### src/rtl/datapath_seq_pkg.sv
// Shared types and encodings for the self-sequencing datapath.
package datapath_seq_pkg;

  typedef enum logic [2:0] {
    StIdle,
    StLoadA,
    StLoadB,
    StExec,
    StWb
  } state_e;

  // ALU operation encodings
  localparam logic [1:0] AluAdd = 2'b00;
  localparam logic [1:0] AluSub = 2'b01;
  localparam logic [1:0] AluAnd = 2'b10;
  localparam logic [1:0] AluNot = 2'b11;

  // Shift encodings applied to the B register path
  localparam logic [1:0] ShNone = 2'b00;
  localparam logic [1:0] ShLsl  = 2'b01;
  localparam logic [1:0] ShLsr  = 2'b10;
  localparam logic [1:0] ShAsr  = 2'b11;

  // Width-independent control part of a captured command
  typedef struct packed {
    logic [1:0] shift;
    logic [1:0] aluop;
    logic       asel;
    logic       bsel;
    logic       vsel;
    logic       wb;
  } cmd_ctrl_t;

endpackage

### src/rtl/dp_alu_shift.sv
// Combinational B-path shifter, operand select, 4-op ALU and {N,V,Z} flags.
module dp_alu_shift
  import datapath_seq_pkg::*;
#(
  parameter int unsigned W = 16
) (
  input  logic [W-1:0] i_a,
  input  logic [W-1:0] i_b,
  input  logic [W-1:0] i_imm,
  input  logic [1:0]   i_shift,
  input  logic [1:0]   i_aluop,
  input  logic         i_asel,
  input  logic         i_bsel,
  output logic [W-1:0] o_result,
  output logic [2:0]   o_flags
);

  logic [W-1:0] w_shifted;
  logic [W-1:0] w_opa;
  logic [W-1:0] w_opb;
  logic [W-1:0] w_res;
  logic         w_ovf;

  // Shift the B register value; the immediate bypasses the shifter
  always_comb begin
    w_shifted = i_b;
    case (i_shift)
      ShNone:  w_shifted = i_b;
      ShLsl:   w_shifted = {i_b[W-2:0], 1'b0};
      ShLsr:   w_shifted = {1'b0, i_b[W-1:1]};
      ShAsr:   w_shifted = {i_b[W-1], i_b[W-1:1]};
      default: w_shifted = i_b;
    endcase
  end

  // Operand selection, ALU and overflow detection
  always_comb begin
    w_opa = i_asel ? '0 : i_a;
    w_opb = i_bsel ? i_imm : w_shifted;
    w_res = '0;
    w_ovf = 1'b0;
    case (i_aluop)
      AluAdd: begin
        w_res = w_opa + w_opb;
        w_ovf = (w_opa[W-1] == w_opb[W-1]) && (w_res[W-1] != w_opa[W-1]);
      end
      AluSub: begin
        w_res = w_opa - w_opb;
        w_ovf = (w_opa[W-1] != w_opb[W-1]) && (w_res[W-1] != w_opa[W-1]);
      end
      AluAnd:  w_res = w_opa & w_opb;
      AluNot:  w_res = ~w_opb;
      default: w_res = '0;
    endcase
  end

  // Drive result and {N, V, Z}
  always_comb begin
    o_result = w_res;
    o_flags  = {w_res[W-1], w_ovf, (w_res == '0)};
  end

endmodule

### src/rtl/datapath_seq.sv
// Self-sequencing datapath: command capture, 5-state sequencer, register bank,
// A/B/C operand registers and status flags.
module datapath_seq
  import datapath_seq_pkg::*;
#(
  parameter int unsigned W    = 16,
  parameter int unsigned NREG = 8,
  parameter int unsigned IMMW = 5,
  localparam int unsigned RW  = $clog2(NREG)
) (
  input  logic          clk,
  input  logic          rst_n,
  input  logic          cmd_valid,
  output logic          cmd_ready,
  input  logic [RW-1:0] cmd_rd,
  input  logic [RW-1:0] cmd_rn,
  input  logic [RW-1:0] cmd_rm,
  input  logic [1:0]    cmd_shift,
  input  logic [1:0]    cmd_aluop,
  input  logic          cmd_asel,
  input  logic          cmd_bsel,
  input  logic          cmd_vsel,
  input  logic          cmd_wb,
  input  logic [W-1:0]  datapath_in,
  output logic [W-1:0]  datapath_out,
  output logic [2:0]    status,
  output logic          done
);

  state_e       r_state;
  state_e       w_state_next;
  cmd_ctrl_t    r_ctrl;
  logic [RW-1:0] r_rd;
  logic [RW-1:0] r_rn;
  logic [RW-1:0] r_rm;
  logic [W-1:0] r_data;
  logic [W-1:0] r_regs [NREG];
  logic [W-1:0] r_a;
  logic [W-1:0] r_b;
  logic [W-1:0] r_c;
  logic [2:0]   r_status;
  logic         w_accept;
  logic [W-1:0] w_imm;
  logic [W-1:0] w_result;
  logic [2:0]   w_flags;

  assign w_accept = cmd_valid & cmd_ready;
  assign w_imm    = W'(r_data[IMMW-1:0]);

  // State register
  always_ff @(posedge clk or negedge rst_n) begin
    if (!rst_n) begin
      r_state <= StIdle;
    end else begin
      r_state <= w_state_next;
    end
  end

  // Next-state: moves skip straight to write-back
  always_comb begin
    w_state_next = r_state;
    case (r_state)
      StIdle: begin
        if (w_accept) begin
          w_state_next = cmd_vsel ? StWb : StLoadA;
        end
      end
      StLoadA: w_state_next = StLoadB;
      StLoadB: w_state_next = StExec;
      StExec:  w_state_next = StWb;
      StWb:    w_state_next = StIdle;
      default: w_state_next = StIdle;
    endcase
  end

  // FSM outputs
  always_comb begin
    cmd_ready = (r_state == StIdle);
    done      = (r_state == StWb);
  end

  // Command register: captured once at acceptance, ignores inputs afterwards
  always_ff @(posedge clk or negedge rst_n) begin
    if (!rst_n) begin
      r_ctrl <= '0;
      r_rd   <= '0;
      r_rn   <= '0;
      r_rm   <= '0;
      r_data <= '0;
    end else if (w_accept) begin
      r_ctrl <= '{shift: cmd_shift, aluop: cmd_aluop, asel: cmd_asel,
                  bsel: cmd_bsel, vsel: cmd_vsel, wb: cmd_wb};
      r_rd   <= cmd_rd;
      r_rn   <= cmd_rn;
      r_rm   <= cmd_rm;
      r_data <= datapath_in;
    end
  end

  // Register bank write at the end of WB
  always_ff @(posedge clk or negedge rst_n) begin
    if (!rst_n) begin
      for (int i = 0; i < NREG; i++) begin
        r_regs[i] <= '0;
      end
    end else if (r_state == StWb && r_ctrl.wb) begin
      r_regs[r_rd] <= r_ctrl.vsel ? r_data : r_c;
    end
  end

  // Operand loads and EXEC result/flag capture
  always_ff @(posedge clk or negedge rst_n) begin
    if (!rst_n) begin
      r_a      <= '0;
      r_b      <= '0;
      r_c      <= '0;
      r_status <= '0;
    end else begin
      if (r_state == StLoadA) r_a <= r_regs[r_rn];
      if (r_state == StLoadB) r_b <= r_regs[r_rm];
      if (r_state == StExec) begin
        r_c      <= w_result;
        r_status <= w_flags;
      end
    end
  end

  dp_alu_shift #(
    .W(W)
  ) u_alu (
    .i_a     (r_a),
    .i_b     (r_b),
    .i_imm   (w_imm),
    .i_shift (r_ctrl.shift),
    .i_aluop (r_ctrl.aluop),
    .i_asel  (r_ctrl.asel),
    .i_bsel  (r_ctrl.bsel),
    .o_result(w_result),
    .o_flags (w_flags)
  );

  // Registered outputs
  always_comb begin
    datapath_out = r_c;
    status       = r_status;
  end

endmodule

### config.mk
export PLATFORM = sky130hd
export DESIGN_NAME = datapath_seq
export DESIGN_NICKNAME = d
export VERILOG_FILES = /design/src/rtl/datapath_seq_pkg.sv /design/src/rtl/dp_alu_shift.sv /design/src/rtl/datapath_seq.sv
export SDC_FILE = /design/constraint.sdc
export NUM_CORES = 1
export LEC_CHECK = 0
export CELL_PAD_IN_SITES_DETAIL_PLACEMENT = 0
export CELL_PAD_IN_SITES_GLOBAL_PLACEMENT = 2
export CORE_MARGIN = 3
export CORE_UTILIZATION = 40
export CTS_BUF_LIST = sky130_fd_sc_hd__clkbuf_4 sky130_fd_sc_hd__clkbuf_8 sky130_fd_sc_hd__clkbuf_16
export DETAILED_ROUTE_END_ITERATION = 6
export HOLD_SLACK_MARGIN = 0.12
export PLACE_DENSITY_LB_ADDON = 0.1
export SLEW_MARGIN = 20
export SYNTH_ARGS = -nofsm -noshare
export SYNTH_HDL_FRONTEND = slang
export SYNTH_SLANG_ARGS = --single-unit
### constraint.sdc
create_clock -name clk -period 4.05 [get_ports clk]
set_clock_uncertainty 0.1 [all_clocks]
set_input_delay 0.6075 -clock clk [delete_from_list [all_inputs] [get_ports clk]]
set_output_delay 0.6075 -clock clk [all_outputs]
set_load 0.05 [all_outputs]
==> run_results.csv <==
group,metric,value,unit
outcome,outcome,"finished, final reports clean",
global_route,antenna_found_initial,0,
setup_path,arrival,4.16,ns
power,leakage,6.27,nW
timing,slew_headroom,27.0,%
timing,maxSlewViolCount,0,
logic_synthesis,synth_edf_count,0,
place,hpwlAfterDp,24.4,mm
setup_path,crit_fanout,12,
logic_synthesis,synth_area_leaders,"dfrtp_1 44%, mux4_2 12%, a21oi_1 5.6%",
setup_path,critPathKind,"reg2reg",
drt,drt_first_pass_iters,5,
setup_path,startpoint_type,"register",
logic_synthesis,synth_area_per_cell,10.2,um2
setup_path,crit_required,4.39,ns
global_route,grt_pass1_wl,55.5,mm
global_route,grt_overflow,0,
timing,max_freq,261,MHz
timing,min_period,3.83,ns
clock_network,clkSinkCount,214,
drt,viasPerCell,5.49,
logic_synthesis,syn_inst,1206,
drt,finalWirelength,35.3,mm
logic_synthesis,async_reset_ff_share,100,%
power,netSwitchingPower,6.71,mW
logic_synthesis,synth_most_common_cell,"dfrtp_1",
drt,first_iter_violations,637,
clock_network,clock-root-buffer,"clkbuf_16",
floorplanning,io_pins,57,
logic_synthesis,synth_common_cells,"214 x dfrtp_1, 138 x a21oi_1, 135 x nor2_1",
place,place_ws,0.0831,ns
drt,vias,9188,
floorplanning,die-height,181,um
logic_synthesis,synth_flop_cell,"dfrtp_1",
power,seqPwrFrac,26.9,%
timing,setup_viol,0,
setup_path,critPathCaptureType,"register",
power,p_int,8.25,mW
power,switching_share,44.9,%
global_route,grt_pass1_vias,9289,
power,pwr-share-comb,57.3,%
clock_network,cts_tree,"yes",
power,finalPower,15.0,mW
floorplanning,core_area,30000,um2
logic_synthesis,yosysTopAreaCell,"dfrtp_1",
logic_synthesis,synthDominantCellAreaShare,43.5,%
clock_network,numCtsBuffers,25,
cells_and_area,final_util,48.2,%
logic_synthesis,syn-cell-area,12300,um2
cells_and_area,drive_gt1_share,19.5,%
floorplanning,initial_core_util,41.1,%
floorplanning,placementRows,63,
logic_synthesis,ys_ff_latch,214,
logic_synthesis,syn_nets,1278,
floorplanning,die_w,181,um
floorplanning,die_area,32900,um2
power,peakVddDrop,0.529,mV
worst_hold_path,hold_path_class,"reg2reg",
clock_network,h-tree-depth,1,
place,place_congestion,0.874,
logic_synthesis,yosysWarnings,0,
power,clock_power_share,15.8,%
timing,fin_ws,0.223,ns
cells_and_area,nNetsFinal,1338,
drt,drt-wirelength-per-cell,21.1,um
flow_run,drv_cap,0,
logic_synthesis,seq_area_frac_synth,43.5,%
timing,fin_crit_sh,94.5,%
timing,hold_ws,0.386,ns
timing,tightest_slew,1.06,ns
logic_synthesis,ys_types,69,
timing,finalSetupTns,0,ns
clock_network,clk_pin_slew_worst_paths,0.06,ns
drt,drc,0,
global_route,track_usage,21.6,%
drt,antenna_left,0,
clock_network,clockBufferDepth,3,
power,power_density,1040,nW/um2
global_route,grt_max_degree,77,
clock_network,clk_latency,0.55,ns
place,port_buffers,56,
timing,rsz0062_at_grt,"no",
cells_and_area,area_growth,17.3,%
timing,hold_violations,0,
cells_and_area,nFillCells,2859,
-- worst paths after layout --
kind / from / endpoint / slack (ns) / depth (start not counted)
min: status[1]$_DFFE_PN0P_ / status[1]$_DFFE_PN0P_ / 0.39 / 2
max: r_ctrl[6]$_DFFE_PN0P_ / status[0]$_DFFE_PN0P_ / 0.22 / 14
max reg2reg: r_ctrl[6]$_DFFE_PN0P_ / status[0]$_DFFE_PN0P_ / 0.22 / 14
min reg2reg: status[1]$_DFFE_PN0P_ / status[1]$_DFFE_PN0P_ / 0.39 / 2
max in group asynchronous: rst_n / r_regs[75]$_DFFE_PN0P_ / 2.39 / 3
min in group asynchronous: rst_n / r_data[8]$_DFFE_PN0P_ / 0.51 / 2
-- layout by cell type, fill, tap and decap left out, types with 7 or more instances in the layout --
master / synthesis / final
a211oi_1: 8 / 8
a21oi_1: 138 / 137
a31oi_1: 11 / 10
buf_4: 2 / 59
clkbuf_16: 0 / 25
clkbuf_8: 0 / 7
clkdlybuf4s50_1: 0 / 55
dfrtp_1: 214 / 210
ha_1: 34 / 34
inv_1: 38 / 38
mux2_2: 45 / 45
mux2i_1: 59 / 59
mux4_2: 64 / 64
nand2_1: 124 / 124
nand2b_1: 8 / 8
nand3_1: 7 / 7
nor2_1: 135 / 134
nor2b_1: 27 / 27
nor3_1: 12 / 11
o21ai_0: 94 / 94
xnor2_1: 9 / 9
-- what timing repair did --
action | in CTS | in global routing
resized for setup | 0 | 10
setup endpoints to repair | 0 | 6
hold endpoints to repair | 71 | 0
buffers inserted | 0 | 0
hold buffers | 1 | 0
-- through the flow --
step / cell area (um2) / cells
3_3_place_gp: 13500 / 1628
4_1_cts: 14400 / 1674
6_report: 14400 / 1675
5_1_grt: 14400 / 1674
3_5_place_dp: 13500 / 1628
2_1_floorplan: 12300 / 1206
-- state kept, by name, indices dropped and copies added, names as in the netlist --
name          cells
r_state           3
r_rm              3
r_a              16
datapath_out     16
r_regs          128
r_ctrl            8
r_b              16
r_rn              3
r_data           16
status            2
r_rd              3
-- metal layers --
metal	global-route usage [%]	vias to the layer above	wire, um
met4	4.42	0	747
met5	1.04	-	0
met2	35.5	138	16700
met1	31.3	4570	16800
met3	2.14	37	990
li1	-	4443	-
-- cell type report --
| cell class | instances | area [um2] | area share [%] |
|---|---|---|---|
| Multi-Input combinational cell | 869 | 6540 | 45.2 |
| Sequential cell | 214 | 5360 | 37.1 |
| Timing Repair Buffer | 118 | 1050 | 7.27 |
| Clock buffer | 35 | 744 | 5.15 |
| Tap cell | 390 | 488 | 3.38 |
| Inverter | 38 | 143 | 0.988 |
| Clock inverter | 10 | 120 | 0.832 |
| Antenna cell | 1 | 2.50 | 0.0173 |
-- power groups by stage --
stage / combinational (mW) / clock, mW / sequential (mW)
after floorplan: 5.99 / 0 / 3.76
after global placement: 8.47 / 0 / 4.03
after detailed placement: 8.49 / 0 / 4.06
after CTS: 8.52 / 2.42 / 4.04
after global routing: 9.40 / 2.51 / 4.19
final: 8.58 / 2.36 / 4.02
-- logic make-up (layout without fill, tap and decap cells) --
| logic type | after synthesis | after routing | share of synthesized area [%] |
|---|---|---|---|
| AOI/OAI and AO/OA | 300 | 300 | 14.2 |
| other | 0 | 1 | 0 |
| buffers and inverters | 123 | 201 | 4.03 |
| and+or+nand+nor | 351 | 351 | 12.8 |
| xor gates and xnor gates | 12 | 12 | 0.854 |
| muxes | 170 | 170 | 20.9 |
| adders and majority gates | 36 | 36 | 3.78 |
| DFF | 214 | 214 | 43.5 |
-- critical path: stages (launching register included) --
cell	delay (ns)
dfrtp_2	0.46
buf_6	0.20
mux2_2	0.35
o211ai_1	0.25
ha_1	0.36
o21a_1	0.22
or2_1	0.22
a21boi_4	0.15
a2111oi_0	0.53
buf_4	0.20
a21oi_1	0.04
xor2_1	0.15
mux2i_1	0.10
and4_1	0.16
a41o_1	0.22
No activity file was read; power rests on OpenSTA's default activity.
